--- config.mk ---
export PLATFORM = sky130hd
export DESIGN_NAME = instr_fetch_unit_flat
export DESIGN_NICKNAME = d
export VERILOG_FILES = /design/src/rtl/instr_fetch_unit_pkg.sv /design/src/rtl/instr_fetch_unit_if.sv /design/src/rtl/instr_fetch_unit_skid_buf.sv /design/src/rtl/instr_fetch_unit.sv /design/src/flat_wrapper.sv
export SDC_FILE = /design/constraint.sdc
export NUM_CORES = 1
export LEC_CHECK = 0
export BUFFER_PORTS_ARGS = -buffer_cell sky130_fd_sc_hd__buf_2
export CAP_MARGIN = 20
export CORE_ASPECT_RATIO = 1.5
export CORE_MARGIN = 1.5
export CORE_UTILIZATION = 53
export DETAILED_ROUTE_END_ITERATION = 10
export GPL_TIMING_DRIVEN = 0
export PLACE_DENSITY = 0.84
export SLEW_MARGIN = 5
export SYNTH_ARGS = -nofsm -noshare
export SYNTH_HDL_FRONTEND = slang
export SYNTH_SLANG_ARGS = --single-unit
--- constraint.sdc ---
create_clock -name clk -period 3.15 [get_ports clk]
set_clock_uncertainty 0.1 [all_clocks]
set_input_delay 0.1575 -clock clk [delete_from_list [all_inputs] [get_ports clk]]
set_output_delay 0.1575 -clock clk [all_outputs]
set_load 0.05 [all_outputs]
--- src/rtl/instr_fetch_unit_pkg.sv ---
// Shared fetch-stage definitions: word width, NOP value, FSM encoding, output slot type.
// Latency: n/a (types, constants and pure functions only).
// Backpressure: n/a.
package instr_fetch_unit_pkg;

  localparam int WORD_LEN = 32;

  localparam logic [WORD_LEN-1:0] NOP_INSTR = '0;

  typedef enum logic [1:0] {
    ST_IDLE    = 2'd0,  // one cycle after reset release
    ST_REQ     = 2'd1,  // request outstanding
    ST_HOLD    = 2'd2,  // word parked in skid buffer, no request outstanding
    ST_DISCARD = 2'd3   // wrong-path request outstanding
  } fetch_state_t;

  // Contents of the IF/ID-facing output slot.
  typedef struct packed {
    logic [WORD_LEN-1:0] instr;
    logic [WORD_LEN-1:0] pc;
    logic                vld;
  } fetch_out_t;

  localparam fetch_out_t BUBBLE = '{instr: NOP_INSTR, pc: '0, vld: 1'b0};

  function automatic logic [WORD_LEN-1:0] word_align(input logic [WORD_LEN-1:0] a);
    return {a[WORD_LEN-1:2], 2'b00};
  endfunction

  // Wraps modulo 2^WORD_LEN.
  function automatic logic [WORD_LEN-1:0] next_word(input logic [WORD_LEN-1:0] a);
    return a + WORD_LEN'(4);
  endfunction

endpackage

--- src/rtl/instr_fetch_unit_if.sv ---
// Instruction-memory read port: req/ready handshake with address and returned word.
// Latency: request completes in the cycle ready is high (any number of wait cycles).
// Backpressure: req and addr are held stable by the master until ready is seen.
// Ports: mem_req/mem_addr (master -> memory), mem_ready/mem_rdata (memory -> master).
interface instr_fetch_unit_if;
  import instr_fetch_unit_pkg::*;

  logic                mem_req;
  logic [WORD_LEN-1:0] mem_addr;
  logic                mem_ready;
  logic [WORD_LEN-1:0] mem_rdata;

  modport master (
    output mem_req,
    output mem_addr,
    input  mem_ready,
    input  mem_rdata
  );

  modport slave (
    input  mem_req,
    input  mem_addr,
    output mem_ready,
    output mem_rdata
  );

endinterface

--- src/rtl/instr_fetch_unit_skid_buf.sv ---
// One-entry {instruction, address} skid buffer for a word returned while IF/ID is frozen.
// Latency: loaded contents visible the cycle after load; clear wins over load.
// Backpressure: none internally; the owner loads only when empty and drains on unfreeze.
// Ports: clk/rst, load/clear controls, instr_in/addr_in data, full/instr/addr state.
module fetch_skid_buf
  import instr_fetch_unit_pkg::*;
(
  input  logic                clk,
  input  logic                rst,
  input  logic                load,
  input  logic                clear,
  input  logic [WORD_LEN-1:0] instr_in,
  input  logic [WORD_LEN-1:0] addr_in,
  output logic                full,
  output logic [WORD_LEN-1:0] instr,
  output logic [WORD_LEN-1:0] addr
);

  always_ff @(posedge clk or negedge rst) begin
    if (!rst) begin
      full  <= 1'b0;
      instr <= NOP_INSTR;
      addr  <= '0;
    end else if (clear) begin
      full  <= 1'b0;
      instr <= NOP_INSTR;
      addr  <= '0;
    end else if (load) begin
      full  <= 1'b1;
      instr <= instr_in;
      addr  <= addr_in;
    end
  end

endmodule

--- src/rtl/instr_fetch_unit.sv ---
// Fetch stage: owns the PC, reads instruction memory, presents {instr, PC+4, valid} to IF/ID.
// Latency: output updates on the edge mem_ready is sampled; zero-wait memory gives 1 instr/cycle.
// Backpressure: freeze holds the output slot; a word arriving under freeze is parked in a skid.
// Ports: clk, rst (async active-low), freeze, branch_taken/branch_target, mem (master),
//        PC/instruction/valid (registered output slot).
module instr_fetch_unit
  import instr_fetch_unit_pkg::*;
#(
  parameter logic [WORD_LEN-1:0] RESET_PC = '0
) (
  input  logic                clk,
  input  logic                rst,
  input  logic                freeze,
  input  logic                branch_taken,
  input  logic [WORD_LEN-1:0] branch_target,
  instr_fetch_unit_if.master  mem,
  output logic [WORD_LEN-1:0] PC,
  output logic [WORD_LEN-1:0] instruction,
  output logic                valid
);

  localparam logic [WORD_LEN-1:0] RESET_ADDR = {RESET_PC[WORD_LEN-1:2], 2'b00};

  fetch_state_t        state, state_nxt;
  logic                req_q, req_nxt;
  logic [WORD_LEN-1:0] addr_q, addr_nxt;
  logic [WORD_LEN-1:0] target_q, target_nxt;
  fetch_out_t          out_q, out_nxt;

  logic                skid_load, skid_clr, skid_full;
  logic [WORD_LEN-1:0] skid_instr, skid_addr;

  logic [WORD_LEN-1:0] br_addr;
  logic [WORD_LEN-1:0] addr_inc;
  logic [WORD_LEN-1:0] skid_inc;
  logic                slot_free;
  logic                req_pending;

  assign br_addr     = word_align(branch_target);
  assign addr_inc    = next_word(addr_q);
  assign skid_inc    = next_word(skid_addr);
  // The output slot may be overwritten if IF/ID takes it this cycle or it holds a bubble.
  assign slot_free   = !freeze || !out_q.vld;
  // A request is in flight and will not complete this cycle.
  assign req_pending = (state == ST_REQ || state == ST_DISCARD) && !mem.mem_ready;

  fetch_skid_buf u_skid (
    .clk      (clk),
    .rst      (rst),
    .load     (skid_load),
    .clear    (skid_clr),
    .instr_in (mem.mem_rdata),
    .addr_in  (addr_q),
    .full     (skid_full),
    .instr    (skid_instr),
    .addr     (skid_addr)
  );

  always_ff @(posedge clk or negedge rst) begin
    if (!rst) begin
      state    <= ST_IDLE;
      req_q    <= 1'b0;
      addr_q   <= RESET_ADDR;
      target_q <= '0;
      out_q    <= BUBBLE;
    end else begin
      state    <= state_nxt;
      req_q    <= req_nxt;
      addr_q   <= addr_nxt;
      target_q <= target_nxt;
      out_q    <= out_nxt;
    end
  end

  always_comb begin
    state_nxt  = state;
    req_nxt    = req_q;
    addr_nxt   = addr_q;
    target_nxt = target_q;
    out_nxt    = out_q;
    skid_load  = 1'b0;
    skid_clr   = 1'b0;

    // A consumed slot becomes a bubble unless something below loads it.
    if (!freeze) begin
      out_nxt = BUBBLE;
    end

    if (branch_taken) begin
      // Current output is wrong-path whether or not IF/ID is frozen.
      out_nxt  = BUBBLE;
      skid_clr = 1'b1;
      if (req_pending) begin
        // Cannot retract the in-flight read: remember where to go once it lands.
        target_nxt = br_addr;
        state_nxt  = ST_DISCARD;
      end else begin
        // Idle, parked, or completing now: any returned word is simply not used.
        req_nxt   = 1'b1;
        addr_nxt  = br_addr;
        state_nxt = ST_REQ;
      end
    end else begin
      case (state)
        ST_IDLE: begin
          req_nxt   = 1'b1;
          addr_nxt  = RESET_ADDR;
          state_nxt = ST_REQ;
        end
        ST_REQ: begin
          if (mem.mem_ready) begin
            if (slot_free) begin
              out_nxt  = '{instr: mem.mem_rdata, pc: addr_inc, vld: 1'b1};
              addr_nxt = addr_inc;
            end else begin
              // Slot still owned by IF/ID: park the word and stop fetching.
              skid_load = 1'b1;
              req_nxt   = 1'b0;
              state_nxt = ST_HOLD;
            end
          end
        end
        ST_HOLD: begin
          if (!freeze) begin
            out_nxt   = '{instr: skid_instr, pc: skid_inc, vld: skid_full};
            skid_clr  = 1'b1;
            req_nxt   = 1'b1;
            addr_nxt  = skid_inc;
            state_nxt = ST_REQ;
          end
        end
        ST_DISCARD: begin
          if (mem.mem_ready) begin
            req_nxt   = 1'b1;
            addr_nxt  = target_q;
            state_nxt = ST_REQ;
          end
        end
        default: begin
          req_nxt   = 1'b0;
          state_nxt = ST_IDLE;
        end
      endcase
    end
  end

  assign mem.mem_req  = req_q;
  assign mem.mem_addr = addr_q;
  assign PC           = out_q.pc;
  assign instruction  = out_q.instr;
  assign valid        = out_q.vld;

endmodule

--- src/flat_wrapper.sv ---
// flat-port wrapper written by rule: the top's interface ports become plain ports
module instr_fetch_unit_flat import instr_fetch_unit_pkg::*;
#(
  parameter logic [WORD_LEN-1:0] RESET_PC = '0
)
  (clk, rst, freeze, branch_taken, branch_target, PC, instruction, valid, mem_mem_req, mem_mem_addr, mem_mem_ready, mem_mem_rdata);
  instr_fetch_unit_if mem_i ();
  input  logic clk;
  input  logic rst;
  input  logic freeze;
  input  logic branch_taken;
  input  logic [WORD_LEN-1:0] branch_target;
  output logic [WORD_LEN-1:0] PC;
  output logic [WORD_LEN-1:0] instruction;
  output logic valid;
  output wire logic [$bits(mem_i.mem_req)-1:0] mem_mem_req;
  output wire logic [$bits(mem_i.mem_addr)-1:0] mem_mem_addr;
  input wire logic [$bits(mem_i.mem_ready)-1:0] mem_mem_ready;
  input wire logic [$bits(mem_i.mem_rdata)-1:0] mem_mem_rdata;
  assign mem_mem_req = mem_i.mem_req;
  assign mem_mem_addr = mem_i.mem_addr;
  assign mem_i.mem_ready = mem_mem_ready;
  assign mem_i.mem_rdata = mem_mem_rdata;
  instr_fetch_unit #(.RESET_PC(RESET_PC)) u_core (.clk(clk), .rst(rst), .freeze(freeze), .branch_taken(branch_taken), .branch_target(branch_target), .mem(mem_i), .PC(PC), .instruction(instruction), .valid(valid));
endmodule
==> results of run 1 <==
layout by cell type (no fill, tap or decap), types with 4 or more instances in the layout:
cell type / count
dfrtp_1: 195
buf_2: 178
a22o_1: 102
nor2_1: 82
nand2_1: 81
dlygate4sd3_1: 63
a22oi_1: 59
clkbuf_1: 55
xnor2_1: 39
a21oi_1: 37
nand3_1: 37
mux2_2: 30
o21ai_0: 25
nor3_1: 17
xor2_1: 17
clkbuf_16: 17
a221oi_1: 15
nand4_1: 13
o21ai_1: 11
o22ai_1: 11
and3_1: 9
a221o_1: 9
buf_1: 7
inv_1: 7
a222oi_1: 7
a211oi_1: 7
nor2b_1: 6
ha_1: 6
and2_1: 5
o221ai_1: 5
and4_1: 4
a31oi_1: 4
clkinv_2: 4
power by group:
part	leakage, nW	switching, mW	internal, mW	total [mW]
sequential	2.58	0.563	3.03	3.59
clock	0.282	0.949	1.26	2.21
combinational	2.74	3.06	1.32	4.38
logic make-up (layout without fill, tap and decap cells):
group	Yosys count	after routing	share of synthesized area (%)
compound gates	311	311	23.83
xor+xnor	56	56	4.984
fa+ha+maj	6	6	0.7629
buf+inv	86	344	3.509
flops	195	195	49.59
mux	31	31	3.535
simple gates	275	275	13.80
critical path, stage by stage (launching register included):
cell,delay (ns)
dfrtp_1,0.41
ha_1,0.16
clkbuf_1,0.57
o21ba_2,0.29
a221o_1,0.28
buf_2,0.29
buf_1,0.62
a21oi_1,0.16
a21oi_1,0.15
sequential cells by signal (all words and copies together) (netlist names):
| register | flops |
|---|---|
| u_core.u_skid.full | 1 |
| u_core.mem.mem_req | 1 |
| u_core.PC | 32 |
| u_core.mem.mem_addr | 32 |
| u_core.state | 2 |
| u_core.target_q | 30 |
| u_core.instruction | 32 |
| u_core.valid | 1 |
| u_core.u_skid.instr | 32 |
| u_core.u_skid.addr | 32 |
layout make-up:
class,count,area [um2]
Inverter,8,30.03
Sequential cell,195,4880
Clock inverter,10,133.9
Tap cell,248,310.3
Multi-Input combinational cell,679,4616
Buffer,78,317.8
Clock buffer,20,446.7
Timing Repair Buffer,228,1489
Fill cell,1401,5869
path summary, 6_finish.rpt:
check / start / endpoint / slack (ns)
min in group asynchronous: rst / u_core.instruction[19]$_DFF_PN0_ / 0.17
worst max register to register: u_core.state[1]$_DFFE_PN0P_ / u_core.mem.mem_addr[10]$_DFFE_PN0P_ / 0.05
worst min register to register: u_core.PC[10]$_DFF_PN0_ / u_core.PC[10]$_DFF_PN0_ / 0.39
worst max-delay path: u_core.state[1]$_DFFE_PN0P_ / u_core.mem.mem_addr[10]$_DFFE_PN0P_ / 0.05
max in group asynchronous: rst / u_core.mem.mem_addr[12]$_DFFE_PN0P_ / 1.77
worst min-delay path: mem_mem_ready / u_core.valid$_DFF_PN0_ / 0.08
repair_timing:
action | CTS | global route
setup endpoints to repair | 0 | 7
hold endpoints to repair | 156 | 0
hold buffers | 63 | 0
gates resized for setup | 0 | 4
through the flow:
step	setup WS (ns)	util, %	instance area [um2]	std cells	hold WS (ns)
finish	0.05068	67.56	12220	1466	0.08027
global route	0.009300	67.56	12220	1466	0.1311
detailed placement	0.1606	60.85	11010	1373	0.08064
floorplan	0.7335	-	9841	960	-0.2381
global placement	-1.351	60.64	10970	1372	0.2961
CTS	0.1460	67.55	12220	1466	0.06940
routing by layer:
metal	vias to the layer above	global-route usage [%]	part of all wire [%]
li1	4096	-	-
met1	4622	40.79	35
met2	682	58.15	49
met3	168	8.476	9.6
met4	0	22.39	6.2
met5	-	0	0
==> impl_metrics.env, run 1 <==
export IMPL_whs_path_depth=5
export IMPL_clock_latency_ns=0.45
export IMPL_grt_pass1_vias=9455
export IMPL_yosysMostFrequentCell="dfrtp_1"
export IMPL_cts_sinks=195
export IMPL_reg2reg_depth=8
export IMPL_numCtsBuffers=17
export IMPL_crit_arrival_ns=3.37
export IMPL_grt_remaining_overflow=0
export IMPL_synth_area_leaders="dfrtp_1, a22o_1, a22oi_1, xnor2_1, mux2_2"
export IMPL_p_leak_nw=5.594
export IMPL_cts_tree="built"
export IMPL_end_kind="register"
export IMPL_row_count=60
export IMPL_synth_nets=1035
export IMPL_ir_drop_v=0.0003902
export IMPL_drt_iter0_markers=1234
export IMPL_grt_first_pass_wirelength_um=51430
export IMPL_status="finished, final reports clean"
export IMPL_hold_viol_final=0
export IMPL_die_w_um=114.3
export IMPL_required_ns=3.42
export IMPL_ctsRootBufferMaster="clkbuf_16"
export IMPL_wl_per_cell_um=22.83
export IMPL_syn_inst=960
export IMPL_tns_ns=0
export IMPL_core_um2=18090
export IMPL_die_y_um=169.9
export IMPL_routed_wl_um=33470
export IMPL_rsz0062_at_grt="false"
export IMPL_post_dp_hpwl_um=23270
export IMPL_htreeDepth=4
export IMPL_cap_viol_max_count=0
export IMPL_dr_pass1_iters=7
export IMPL_drc=0
export IMPL_synth_enable_flop_cells=0
export IMPL_max_freq_mhz=322.7
export IMPL_avgSynthCellArea_um2=10.25
export IMPL_p_per_area_nw_per_um2=832.5
export IMPL_min_period_ns=3.099
export IMPL_ys_seq_area_share_pct=49.59
export IMPL_ant_nets=0
export IMPL_syn_cell_area_um2=9841
export IMPL_vias=9568
export IMPL_grt_use_total_pct=35.15
export IMPL_finalCritPeriodShare_pct=98.39
export IMPL_clkSlewWorstSetupHoldPaths_ns=0.07
export IMPL_min_path_type="input port to register"
export IMPL_relSlewSlack_pct=29.61
export IMPL_die_area_um2=19410
export IMPL_via_per_inst=6.527
export IMPL_critPathKind="register to register"
export IMPL_antenna_found_initial=0
export IMPL_power_mw=10.18
export IMPL_gp_congestion=0.9802
export IMPL_tightestPinTransition_ns=1.050
export IMPL_drv_slew=0
export IMPL_cp_start_kind="register"
export IMPL_setup_viol=0
export IMPL_num_antenna_cells=0
export IMPL_clk_path_buf_depth=2
export IMPL_post_synth_top_area_cell="dfrtp_1"
export IMPL_cts_setup_buffers=0
export IMPL_final_nets=1282
export IMPL_synth_top_cell_area_share_pct=49.59
export IMPL_grt_max_degree=118
export IMPL_ys_flop_type="dfrtp_1"
export IMPL_start_util_pct=54.39
export IMPL_ys_ff_latch=195
export IMPL_ioPinCount=167
export IMPL_port_buffers=164
export IMPL_drive_gt1_share_pct=21.10
export IMPL_postSynth_asyncResetShare_pct=100.0
export IMPL_ys_warn_count=0
export IMPL_syn_to_final_growth_pct=24.21
export IMPL_synthTopCellsByCount="dfrtp_1, a22o_1, nor2_1"
export IMPL_crit_path_max_fanout=10
export IMPL_synth_distinct_cells=57
(Power assumes the default switching activity.)
==> run 2: changes to the inputs <==
Settings changed: BUFFER_PORTS_ARGS -buffer_cell sky130_fd_sc_hd__buf_2 to default, DONT_BUFFER_PORTS from default to 1, PLACE_DENSITY 0.84 to 0.76.
==> run 2 against run 1 <==
The flow now finishes with violations (negative hold slack). Sequential share of layout area up 2.8 points. Global-route usage is 0.88 points lower. Sequential power increased by 31%. Final cell count down 11%. Critical path type unchanged. Critical endpoint is now u_core.mem.mem_addr[14]$_DFFE_PN0P_. Largest cell class unchanged.
==> impl_metrics.env, run 2 (synthesized netlist as in run 1, its figures left out) <==
export IMPL_required_ns=3.36
export IMPL_reg2reg_to="u_core.mem.mem_addr[14]$_DFFE_PN0P_"
export IMPL_cap_viol_max_count=0
export IMPL_p_leak_nw=4.850
export IMPL_wl_per_cell_um=24.90
export IMPL_clk_path_buf_depth=2
export IMPL_final_nets=1118
export IMPL_drt_iter0_markers=1036
export IMPL_gp_congestion=0.9773
export IMPL_ctsRootBufferMaster="clkbuf_16"
export IMPL_die_area_um2=19410
export IMPL_grt_max_degree=196
export IMPL_vias=8702
export IMPL_startpoint="u_core.mem.mem_addr[2]$_DFFE_PN0P_"
export IMPL_syn_to_final_growth_pct=16.01
export IMPL_violations="negative hold slack"
export IMPL_final_util_pct=63.10
export IMPL_antenna_found_initial=1
export IMPL_cts_sinks=195
export IMPL_cp_start_kind="register"
export IMPL_layout_cells_non_filler=1303
export IMPL_finalCritPeriodShare_pct=97.18
export IMPL_drc=0
export IMPL_ir_drop_v=0.0004185
export IMPL_start_util_pct=54.39
export IMPL_setup_viol=0
export IMPL_final_cell_mix="dfrtp_1, a22o_1, nor2_1"
export IMPL_htreeDepth=4
export IMPL_grt_pass1_vias=8974
export IMPL_final_common_cell="dfrtp_1"
export IMPL_grt_use_total_pct=34.27
export IMPL_min_path_type="input port to async pin"
export IMPL_routed_wl_um=32450
export IMPL_rr_startpoint="u_core.mem.mem_addr[2]$_DFFE_PN0P_"
export IMPL_numCtsBuffers=17
export IMPL_drive_gt1_share_pct=8.918
export IMPL_drv_slew=0
export IMPL_grt_first_pass_wirelength_um=50250
export IMPL_cts_tree="built"
export IMPL_die_y_um=169.9
export IMPL_cts_hold_fix_buffers=64
export IMPL_critPathKind="register to register"
export IMPL_end_kind="register"
export IMPL_reg2reg_depth=8
export IMPL_ant_nets=0
export IMPL_dr_pass1_iters=6
export IMPL_post_dp_hpwl_um=22470
export IMPL_die_w_um=114.3
export IMPL_hold_viol_final=195
export IMPL_fill_cells=1461
export IMPL_relSlewSlack_pct=35.38
export IMPL_core_um2=18090
export IMPL_row_count=60
export IMPL_max_freq_mhz=326.7
export IMPL_ioPinCount=167
export IMPL_crit_arrival_ns=3.27
export IMPL_port_buffers=0
export IMPL_clock_latency_ns=0.44
export IMPL_grt_remaining_overflow=0
export IMPL_min_period_ns=3.061
export IMPL_worst_r2r_setup_slack_ns=0.09
export IMPL_status="finished with violations"
export IMPL_clkSlewWorstSetupHoldPaths_ns=0.07
export IMPL_dp_cells=1208
export IMPL_via_per_inst=6.678
export IMPL_crit_path_max_fanout=10
export IMPL_tns_ns=0
export IMPL_cts_setup_buffers=0
export IMPL_p_per_area_nw_per_um2=862.6
export IMPL_rsz0062_at_grt="false"
export IMPL_whs_ns=-0.6877
export IMPL_tightestPinTransition_ns=0.9693
==> run 2: cell count changes in the layout (fill, tap and decap cells not counted), sizes merged <==
cell         delta
buf           -165
clkbuf          +2
clkinvlp        -1
diode           +1
dlygate4sd3     +1
inv             -1
==> run 2: final cells by class <==
cell class | instances | area (um2) | share of cell area [%]
clock inverters | 8 | 125.1 | 1.096
plain buffers | 78 | 317.8 | 2.784
well taps | 248 | 310.3 | 2.718
clock buffers | 22 | 494.2 | 4.329
repair buffers | 64 | 640.6 | 5.612
flip-flops and latches | 195 | 4880 | 42.74
diodes | 1 | 2.502 | 0.02192
inverters | 8 | 30.03 | 0.2630
multi-input cells | 679 | 4616 | 40.43
==> run 2: power breakdown <==
part / internal [mW] / switching (mW) / leakage [nW]
Clock: 1.35 / 0.954 / 0.304
Combinational: 1.08 / 1.75 / 1.97
Sequential: 3.00 / 1.71 / 2.58
==> run 2: critical path: stages (launching register included) <==
cell	delay, ns
dfrtp_1	0.81
ha_1	0.32
and4_1	0.20
buf_2	0.26
nor2b_1	0.44
nand3_1	0.16
xnor2_1	0.18
a221oi_1	0.37
nor3_1	0.09
==> run 2: worst max path at each step <==
stage	endpoint	depth (start not counted)
2_1_floorplan	u_core.mem.mem_addr[28]$_DFFE_PN0P_	8
3_3_place_gp	u_core.mem.mem_addr[4]$_DFFE_PN0P_	7
3_5_place_dp	u_core.PC[27]$_DFF_PN0_	8
4_1_cts	u_core.PC[27]$_DFF_PN0_	8
5_1_grt	u_core.mem.mem_addr[14]$_DFFE_PN0P_	8
6_report	u_core.mem.mem_addr[14]$_DFFE_PN0P_	8
==> run 2: per-stage QoR <==
| stage | cell area [um2] | total power, mW | worst slack [ns] |
|---|---|---|---|
| 4_1_cts | 11410 | 9.744 | 0.1677 |
| 5_1_grt | 11420 | 10.22 | 0.0003284 |
| 2_1_floorplan | 9841 | 6.474 | 0.7335 |
| 6_report | 11420 | 9.847 | 0.08867 |
| 3_3_place_gp | 10150 | 7.335 | 0.1521 |
| 3_5_place_dp | 10150 | 7.389 | 0.1855 |
==> run 2: metal layers <==
metal	routed length (um)	share of wire, %	up-vias	GRT usage [%]
met3	3108	9.6	165	9.188
met5	0	0	-	0
met2	15780	49	546	57.44
met1	11490	35	4217	38.76
li1	-	-	3774	-
met4	2072	6.4	0	21.03
==> run 2: what timing repair did <==
item | in CTS | in global routing
gates resized for setup | 0 | 4
hold endpoints to repair | 321 | 195
endpoints found under the setup margin | 0 | 5
==> run 3: changes to the inputs <==
Settings changed: CTS_BUF_LIST from default to sky130_fd_sc_hd__clkbuf_4.
==> run 3 against run 2 <==
Sequential share of layout area grew 1.3 points. Largest power group unchanged. Design area down 2.9%. Global-route usage fell by 0.44 points. Non-clock buffer count rose by 1. Count of clock-buffer cells in the layout shrank 5. Routed wire length decreased by 0.73%. Fmax rose by 1.2%. Combinational power about the same. Total power shrank 9.5%. The run still ends with negative hold slack left. Hold slack got worse by 0.17 ns. Sequential cell count did not move. Core utilization shrank 1.9 points.
==> impl_metrics.env, run 3 (synthesized netlist as in run 1, its figures left out) <==
export IMPL_reg2reg_to="u_core.mem.mem_addr[14]$_DFFE_PN0P_"
export IMPL_power_mw=8.911
export IMPL_crit_path_max_fanout=10
export IMPL_grt_first_pass_wirelength_um=49710
export IMPL_layout_setup_ws_ns=0.1258
export IMPL_syn_to_final_growth_pct=12.60
export IMPL_layout_cells_non_filler=1305
export IMPL_die_area_um2=19410
export IMPL_required_ns=3.52
export IMPL_cts_sinks=195
export IMPL_wl_per_cell_um=24.68
export IMPL_p_leak_nw=4.694
export IMPL_final_util_pct=61.24
export IMPL_post_dp_hpwl_um=22470
export IMPL_dp_slack_ns=0.1855
export IMPL_hold_viol_final=195
export IMPL_via_per_inst=6.621
export IMPL_die_y_um=169.9
export IMPL_grt_use_total_pct=33.83
export IMPL_numCtsBuffers=17
export IMPL_dr_pass1_iters=7
export IMPL_setup_viol=0
export IMPL_crit_arrival_ns=3.39
export IMPL_cap_viol_max_count=0
export IMPL_dpl_instance_area_um2=10150
export IMPL_final_nets=1119
export IMPL_routed_wl_um=32210
export IMPL_cts_setup_buffers=0
export IMPL_grt_max_degree=196
export IMPL_vias=8640
export IMPL_ctsRootBufferMaster="clkbuf_4"
export IMPL_cp_start_kind="register"
export IMPL_htreeDepth=4
export IMPL_ioPinCount=167
export IMPL_max_freq_mhz=330.7
export IMPL_gp_congestion=0.9773
export IMPL_clkSlewWorstSetupHoldPaths_ns=0.15
export IMPL_final_cell_mix="dfrtp_1, a22o_1, nor2_1"
export IMPL_drt_iter0_markers=998
export IMPL_dp_cells=1208
export IMPL_whs_ns=-0.8569
export IMPL_min_path_type="input port to async pin"
export IMPL_ant_nets=0
export IMPL_reg2reg_depth=8
export IMPL_end_kind="register"
export IMPL_cts_hold_fix_buffers=65
export IMPL_min_period_ns=3.024
export IMPL_clk_path_buf_depth=2
export IMPL_ir_drop_v=0.0003614
export IMPL_rsz0062_at_grt="false"
export IMPL_start_util_pct=54.39
export IMPL_row_count=60
export IMPL_antenna_found_initial=2
export IMPL_finalCritPeriodShare_pct=96.01
export IMPL_die_w_um=114.3
export IMPL_p_per_area_nw_per_um2=804.2
export IMPL_status="finished with violations"
export IMPL_grt_remaining_overflow=0
export IMPL_core_um2=18090
export IMPL_tns_ns=0
export IMPL_clock_latency_ns=0.59
export IMPL_critPathKind="register to register"
export IMPL_design_area_um2=11080
export IMPL_rr_startpoint="u_core.mem.mem_addr[2]$_DFFE_PN0P_"
export IMPL_tightestPinTransition_ns=0.9256
export IMPL_relSlewSlack_pct=38.30
export IMPL_port_buffers=0
export IMPL_drv_slew=0
export IMPL_final_common_cell="dfrtp_1"
export IMPL_drive_gt1_share_pct=8.436
export IMPL_grt_pass1_vias=8873
export IMPL_cts_tree="built"
export IMPL_worst_r2r_setup_slack_ns=0.13
export IMPL_drc=0
export IMPL_violations="negative hold slack"
run 3: critical path, cell delays in order, from the launching register on:
cell and delay (ns):
dfrtp_1 0.84, ha_1 0.32, and4_1 0.20, buf_2 0.27
nor2b_1 0.37, nand3_1 0.16, xnor2_1 0.18, a221oi_1 0.38
nor3_1 0.10
run 3: report_power, final:
group          switching, mW  total, mW  leakage (nW)  internal, mW
clock                  0.840       1.37         0.145         0.528
combinational           1.75       2.84          1.97          1.08
sequential              1.71       4.71          2.58          3.00
run 3: worst max-delay path by stage:
stage,startpoint,endpoint,slack [ns],cells after the start
after floorplan,u_core.mem.mem_addr[9]$_DFFE_PN0P_,u_core.mem.mem_addr[28]$_DFFE_PN0P_,0.73,8
after global placement,u_core.state[0]$_DFFE_PN0P_,u_core.mem.mem_addr[4]$_DFFE_PN0P_,0.15,7
after detailed placement,u_core.state[0]$_DFFE_PN0P_,u_core.PC[27]$_DFF_PN0_,0.19,8
after CTS,u_core.state[0]$_DFFE_PN0P_,u_core.PC[18]$_DFF_PN0_,0.16,8
final,u_core.mem.mem_addr[2]$_DFFE_PN0P_,u_core.mem.mem_addr[14]$_DFFE_PN0P_,0.13,8
after global routing,u_core.mem.mem_addr[2]$_DFFE_PN0P_,u_core.mem.mem_addr[14]$_DFFE_PN0P_,0.02,8
run 3: cell type report:
type | count | area [um2]
timing repair buffer | 65 | 650.6
clock buffer | 17 | 127.6
multi-input combinational | 679 | 4616
inverter | 8 | 30.03
tap | 248 | 310.3
fill | 1512 | 7012
buffer | 78 | 317.8
antenna | 2 | 5.005
sequential | 195 | 4880
clock inverter | 13 | 143.9
run 3: per-layer routing:
metal	routed length, um	track usage [%]	share of wire (%)
met1	11260	38.85	35
met2	15720	56.57	49
met3	3269	8.868	10
met4	1961	19.95	6.1
met5	0	0	0
run 3: repair_timing:
action	4_1_cts	5_1_grt
endpoints found under the hold margin	331	195
setup endpoints to repair	0	10
gates resized for setup	0	4
